File: src/rtl/instr_fetch.sv
// instr_fetch: fetch unit with a single-outstanding memory request and an instruction queue.
// Define IFETCH_PREFETCH_EN for a QDEPTH-entry prefetch queue; otherwise the queue holds one word.
module instr_fetch #(
    parameter logic [15:0] RESET_PC = 16'h0000,
    parameter int          QDEPTH   = 2
) (
    input  logic        Clock,
    input  logic        Reset,
    output logic        imem_req,
    output logic [15:0] imem_addr,
    input  logic        imem_ack,
    input  logic [15:0] imem_data,
    input  logic        redirect,
    input  logic [15:0] redirect_pc,
    output logic        inst_valid,
    output logic [15:0] inst,
    output logic [15:0] inst_pc,
    input  logic        inst_ready
);

`ifdef IFETCH_PREFETCH_EN
    localparam int DEPTH = QDEPTH;
`else
    // QDEPTH has no effect without prefetch
    localparam int DEPTH = (QDEPTH > 0) ? 1 : 1;
`endif
    localparam int PW = (DEPTH > 1) ? $clog2(DEPTH) : 1;
    localparam int CW = $clog2(DEPTH + 1);
    localparam logic [CW-1:0] DEPTH_C = CW'(DEPTH);

    typedef enum logic [1:0] {
        IDLE,
        REQ,
        DROP
    } state_t;

    state_t        state, state_nx;
    logic [15:0]   addr, addr_nx;
    logic [15:0]   target, target_nx;
    logic [15:0]   qdata [DEPTH];
    logic [15:0]   qpc   [DEPTH];
    logic [PW-1:0] head, tail;
    logic [CW-1:0] count;
    logic [CW-1:0] left;
    logic          push, pop;
    logic          room_issue, room_more;

    function automatic logic [PW-1:0] nxt(input logic [PW-1:0] p);
        if (int'(p) == DEPTH - 1) return '0;
        return p + PW'(1);
    endfunction

    assign pop        = (count != '0) && inst_ready;
    assign push       = (state == REQ) && imem_ack && !redirect;
    assign left       = count - CW'(pop);
    // a request reserves its slot, so issue only if a slot is free after the pop
    assign room_issue = left < DEPTH_C;
    // after pushing the returning word, is there still a slot to reserve
    assign room_more  = left < (DEPTH_C - CW'(1));

    // fetch state, address and pending redirect target
    // the register resets to REQ so the first fetch leaves the cycle Reset falls;
    // outputs are masked while Reset is high, so the block looks idle meanwhile
    always_ff @(posedge Clock) begin
        if (Reset) begin
            state  <= REQ;
            addr   <= RESET_PC;
            target <= RESET_PC;
        end else begin
            state  <= state_nx;
            addr   <= addr_nx;
            target <= target_nx;
        end
    end

    // next-state, next fetch address and drop bookkeeping
    always_comb begin
        state_nx  = state;
        addr_nx   = addr;
        target_nx = target;
        unique case (state)
            IDLE: begin
                if (redirect) begin
                    state_nx = REQ;
                    addr_nx  = redirect_pc;
                end else if (room_issue) begin
                    state_nx = REQ;
                end
            end
            REQ: begin
                if (redirect && imem_ack) begin
                    addr_nx = redirect_pc;
                end else if (redirect) begin
                    state_nx  = DROP;
                    target_nx = redirect_pc;
                end else if (imem_ack) begin
                    addr_nx  = addr + 16'd1;
                    state_nx = room_more ? REQ : IDLE;
                end
            end
            DROP: begin
                if (redirect) target_nx = redirect_pc;
                if (imem_ack) begin
                    state_nx = REQ;
                    addr_nx  = redirect ? redirect_pc : target;
                end
            end
            default: state_nx = IDLE;
        endcase
    end

    // instruction queue: push returning words, pop to decode, flush on redirect
    always_ff @(posedge Clock) begin
        if (Reset) begin
            head  <= '0;
            tail  <= '0;
            count <= '0;
            for (int i = 0; i < DEPTH; i++) begin
                qdata[i] <= '0;
                qpc[i]   <= '0;
            end
        end else if (redirect) begin
            head  <= '0;
            tail  <= '0;
            count <= '0;
        end else begin
            if (push) begin
                qdata[tail] <= imem_data;
                qpc[tail]   <= addr;
                tail        <= nxt(tail);
            end
            if (pop) head <= nxt(head);
            count <= count + CW'(push) - CW'(pop);
        end
    end

    assign imem_req   = !Reset && (state != IDLE);
    assign imem_addr  = Reset ? RESET_PC : addr;
    assign inst_valid = !Reset && (count != '0);
    assign inst       = Reset ? '0 : qdata[head];
    assign inst_pc    = Reset ? '0 : qpc[head];

endmodule
File: config.mk
export PLATFORM = sky130hd
export DESIGN_NAME = instr_fetch
export DESIGN_NICKNAME = d
export VERILOG_FILES = /design/src/rtl/instr_fetch.sv
export SDC_FILE = /design/constraint.sdc
export NUM_CORES = 1
export LEC_CHECK = 0
export CORE_MARGIN = 2
export CORE_UTILIZATION = 46
export DETAILED_ROUTE_END_ITERATION = 10
export GPL_TIMING_DRIVEN = 0
export PLACE_DENSITY = 0.89
export REMOVE_ABC_BUFFERS = 1
export SYNTH_ARGS = -nofsm -noshare
export SYNTH_HDL_FRONTEND = slang
export SYNTH_SLANG_ARGS = --single-unit
File: constraint.sdc
create_clock -name Clock -period 4.12 [get_ports Clock]
set_clock_uncertainty 0.1 [all_clocks]
set_input_delay 0.824 -clock Clock [delete_from_list [all_inputs] [get_ports Clock]]
set_output_delay 0.824 -clock Clock [all_outputs]
set_load 0.01 [all_outputs]
## After elaboration in Yosys (flattened, before gate mapping)

Memory sizes are Yosys's and may differ from the RTL's.
Cells that the tools add are included.

- Bits in registers: 35
- Bits in latches: 0
- RAM bits: 32
- Bits in read-only memories: 0
- Output and inout bits: 50
- Logic and storage cells: 69
- Memories: 2

Memory list:

| name | words | width | read ports | clocked after memory_dff | write ports | RTL line | text |
|---|---|---|---|---|---|---|---|
| qdata | 1 | 16 | 1 | 0 | 1 | 40 | `logic [15:0] qdata [DEPTH];` |
| qpc | 1 | 16 | 1 | 0 | 1 | 41 | `logic [15:0] qpc [DEPTH];` |

- Add/subtract/negate cells: 4
- Multiply operators: 0
- Div/mod/pow operators: 0
- Order comparisons: 2
- Equality and inequality tests: 9
- Shift-type cells: 0
- Muxes and demuxes: 30
- Bitwise operators: 0
- Reductions and logical operators: 18

Operators by type and width:

| kind | count |
|---|---|
| two-way mux 16 bit | 12 |
| case mux 16 bit (3 select lines) | 1 |
| case mux 16 bit (2 select lines) | 1 |
| OR reduction 16 bit | 2 |
| adder 16 x 1 -> 16 bit (second input constant) | 1 |
| two-way mux 2 bit | 6 |
| two-way mux 1 bit | 9 |
| logical AND 1 bit | 6 |
| inequality test 2 bit (second input constant) | 3 |
| inequality test 3 x 2 -> 1 bit (second input constant) | 2 |
| inequality test 3 bit (second input constant) | 2 |
| case mux 2 bit (3 select lines) | 1 |
| AND reduction 5 bit | 1 |
| AND reduction 4 bit | 1 |
| nonzero test 2 bit | 2 |
| nonzero test 3 bit | 1 |
| == test 2 x 1 -> 1 bit (second input constant) | 1 |
| == test 2 bit (second input constant) | 1 |
| zero test 1 bit | 2 |
| zero test 2 bit | 1 |
| less-than comparator 1 bit (second input constant) | 2 |
| AND reduction 2 bit | 1 |
| OR reduction 2 bit | 1 |
| subtractor 1 bit | 2 |
| adder 1 bit | 1 |

## Logic depth before layout (Yosys ltp)

- Depth in word-level cells: 9
- Mapped depth: 9
- Gate-level depth less buffers: 6

## Worst setup path before layout

Ideal clock, no wire load.

- Path kind: input port to flip-flop
- Start: input redirect
- End: memory qdata[0][0], enable pin
- Arrival time: 3.652 ns
- Required time: 3.554 ns
- Path slack: -0.098 ns
- Cell stages on the path: 4
- Cell sequence: buf_2 -> buf_2 -> clkbuf_1 -> o21ai_0

- Cells in the longest elaborated chain, start to end: 8

Ends and longest elaborated chain:

| what | RTL line | text |
|---|---|---|
| start: declaration | 13 | `input logic redirect,` |
| zero test 1 bit | 54 | `assign push = (state == REQ) && imem_ack && !redirect;` |
| logical AND 1 bit | 54 |  |
| two-way mux 1 bit | 127 | `if (push) begin` |
| two-way mux 1 bit * | 122 | `end else if (redirect) begin` |
| two-way mux 1 bit * | 114 | `if (Reset) begin` |
| two-way mux 1 bit (not written as such) * | 128 | `qdata[tail] <= imem_data;` |
| OR reduction 16 bit (no source line) | -- |  |
| two-way mux 1 bit (no source line) * | -- |  |
| end: declaration | 40 |  |

Mark *: on every way between the ends. The rest lies on a longest branch, timed or not.

## Final worst setup path

- Start: input Reset
- End: output imem_addr[8]

- Cells in the longest elaborated chain, start to end: 1

Ends and longest elaborated chain:

| what | RTL line | text |
|---|---|---|
| start: declaration | 8 | `input logic Reset,` |
| two-way mux 16 bit | 138 | `assign imem_addr = Reset ? RESET_PC : addr;` |
| end: declaration | 10 | `output logic [15:0] imem_addr,` |

No other way between the ends.

==> out/metrics.cfg <==
[logic_synthesis]
synthCells = 409
yosys_warnings = 0
yosysTopAreaCell = edfxtp_1
synth_seq_area_share_pct = 43.5
yosysTopAreaCellShare_pct = 25.1
yosysUniqueCellTypes = 51
synth_edf_count = 32
syn_area_mm2 = 0.00382
synth_area_leaders = edfxtp_1 (25%), dfxtp_1 (18%), nor2b_1 (8.3%)
synth.most_common_cell = nor2b_1
synth_top_flop_cell = dfxtp_1
async_flop_share_pct = 0
syn_area_per_cell_um2 = 9.35
netlist_top_cells_count = nor2b_1 (51), nor2_1 (36), dfxtp_1 (35), edfxtp_1 (32), and2_1 (30)
ys_seq_elements = 67

[cts]
clockBufferDepth = 2
path_clk_slew_ns = 0.07
clock_latency_ns = 0.35
cts_buffers = 9
cts_hold_buf = 0
ctsResizeCount = 0
post-cts-setup-buffers = 0
cts_tree = yes
cts_sinks = 67
h-tree-depth = 3
cts_root_buffer = clkbuf_8

[setup_path]
ff2ff_setup_slack_ns = 1.22
cpMaxStageDelayCell = buf_2
cp.arrival_ns = 2.38
cp-start-kind = input port
crit_fanout = 49
crit_type = in2out
crit-reg2reg-launch = state[0]
r2r-end = addr[3]
path_cells = buf_2 -> buf_12 -> nor2b_1 -> clkdlybuf4s50_1
cp_num_buf_inv = 3
reg2regPathDepth = 6
crit_required_ns = 3.20
endpoint_kind = primary output
critical_path.max_stage_delay_ns = 0.66
crit_family = buffers and inverters

[die]
core_area_mm2 = 0.00813
chipWidth_um = 95.2
die_h_um = 95.2
die_area_mm2 = 0.00906
rows = 33
start_util_pct = 47.0
boundaryPins = 87

[hold_path]
holdCritPathClass = reg2reg
hold_depth = 2
hp-start = target[4]
worstHoldEndpoint = target[4]

[placed_design]
dp_hpwl_um = 6670
dpl-instance-area_mm2 = 0.00472
numPortBuffers = 86
gp_congestion = 0.932
detailedPlace.worstSlack_ns = -0.124
dp.cells = 569

[finish]
fin_util_pct = 60.3
synthToLayoutAreaGrowth_pct = 28.4
diodes = 0
fin_nets = 518
post_route_cells_drive_above_1_share_pct = 5.42
design_area_mm2 = 0.00491
finalNonFillerCells = 585

[route]
vias = 3366
drc = 0
wl_per_cell_um = 16.1
wl_um = 9440
vias_per_cell = 5.75
drt_first_pass_iters = 5
ant_nets = 0
drt_first_iter_violations = 267

[timing]
final.min_clock_period_ns = 3.30
setup_ws_ns = 0.817
fmax_ghz = 0.303
worst_pin_slew_ns = 1.15
rsz0062_at_grt = no
drv_slew = 0
relSlewSlack_pct = 23.0
fin_crit_sh_pct = 80.2
hold_slack_ns = 0.400
final_hold_viol_count = 0
setup_violations = 0
finalSetupTns_ns = 0

[power]
pwr_density_cell_mw_per_mm2 = 393
p_leak_nw = 1.86
power.total_mw = 1.93
irDropWorstVdd_mv = 0.140

[global_routing]
grt-ovfl-total = 0
first_global_vias = 3258
grt_max_degree = 50
grt_pass1_wl_um = 15300
grt_usage_pct = 21.4
antenna_found_initial = 0

[flow_run]
maxCapViolations = 0

[run_status]
status = complete, no violations

[state kept, by name, summed over array words and instances, names as in the netlist]
name / count
count: 1
qdata: 16
addr: 16
target: 16
qpc: 16
state: 2
[report_power, final]
part           switching, mW  total [mW]  internal (mW)
Combinational          0.278       0.533          0.255
Sequential            0.0730       0.850          0.777
Clock                  0.252       0.545          0.293
[per-layer routing]
metal | part of all wire (%) | up-vias | wire length [um] | track usage, %
li1 | - | 1602 | - | -
met1 | 41 | 1560 | 3850 | 26.1
met2 | 49 | 183 | 4580 | 35.3
met3 | 8.4 | 21 | 792 | 4.11
met4 | 2.3 | 0 | 219 | 12.2
met5 | 0 | - | 0 | 0
[placed cells by master (no fill, tap or decap), types with 3 or more instances in the layout]
cell type / instances
a21oi_1: 6
nand2_1: 22
nor2_1: 36
a221oi_1: 12
o211ai_1: 3
clkinv_2: 3
and3_1: 5
and4_1: 3
nand2b_1: 3
dfxtp_1: 35
inv_1: 9
and2_1: 30
clkdlybuf4s50_1: 84
nor4_1: 7
o32ai_1: 6
edfxtp_1: 32
clkbuf_8: 10
ha_1: 6
nor3b_1: 5
nand3_1: 8
a22o_1: 7
nor2b_1: 51
xnor2_1: 6
o21ai_0: 14
nor3_1: 3
mux2i_1: 23
nand4_1: 4
[cells by family (layout without fill, tap and decap cells)]
logic type,count (synthesis),count (layout),synth area share [%]
AND/OR/NAND/NOR,183,183,26.3
AO/OA/AOI/OAI,78,78,15.3
flip-flops,67,67,43.5
buffers and inverters,42,113,4.52
multiplexers,25,25,6.61
XOR/XNOR,8,8,1.83
adder cells (fa/ha/maj),6,6,1.96
[worst min-delay path: stages (launching register included)]
cell     delay [ns]
dfxtp_1        0.33
mux2i_1        0.07
nor2_1         0.07
[worst max path at each step]
stage	start	depth (start not counted)	to	slack, ns
2_1_floorplan	imem_ack	2	qdata[0][0]	0.24
3_3_place_gp	Reset	3	qdata[0][3]	-2.11
3_5_place_dp	redirect	5	addr[3]	-0.12
4_1_cts	redirect	5	addr[3]	0.24
5_1_grt	imem_ack	5	target[15]	0.69
6_report	Reset	4	imem_addr[8]	0.82
[area by class of cell]
type / count / area (um2)
clock buffer: 11 / 141
clock inverter: 5 / 52.6
fill: 667 / 3230
inverter: 9 / 33.8
multi-input combinational: 300 / 2010
sequential: 67 / 1660
tap: 105 / 131
timing repair buffer: 88 / 882
Note: power is estimated with default switching activity, not from simulation.
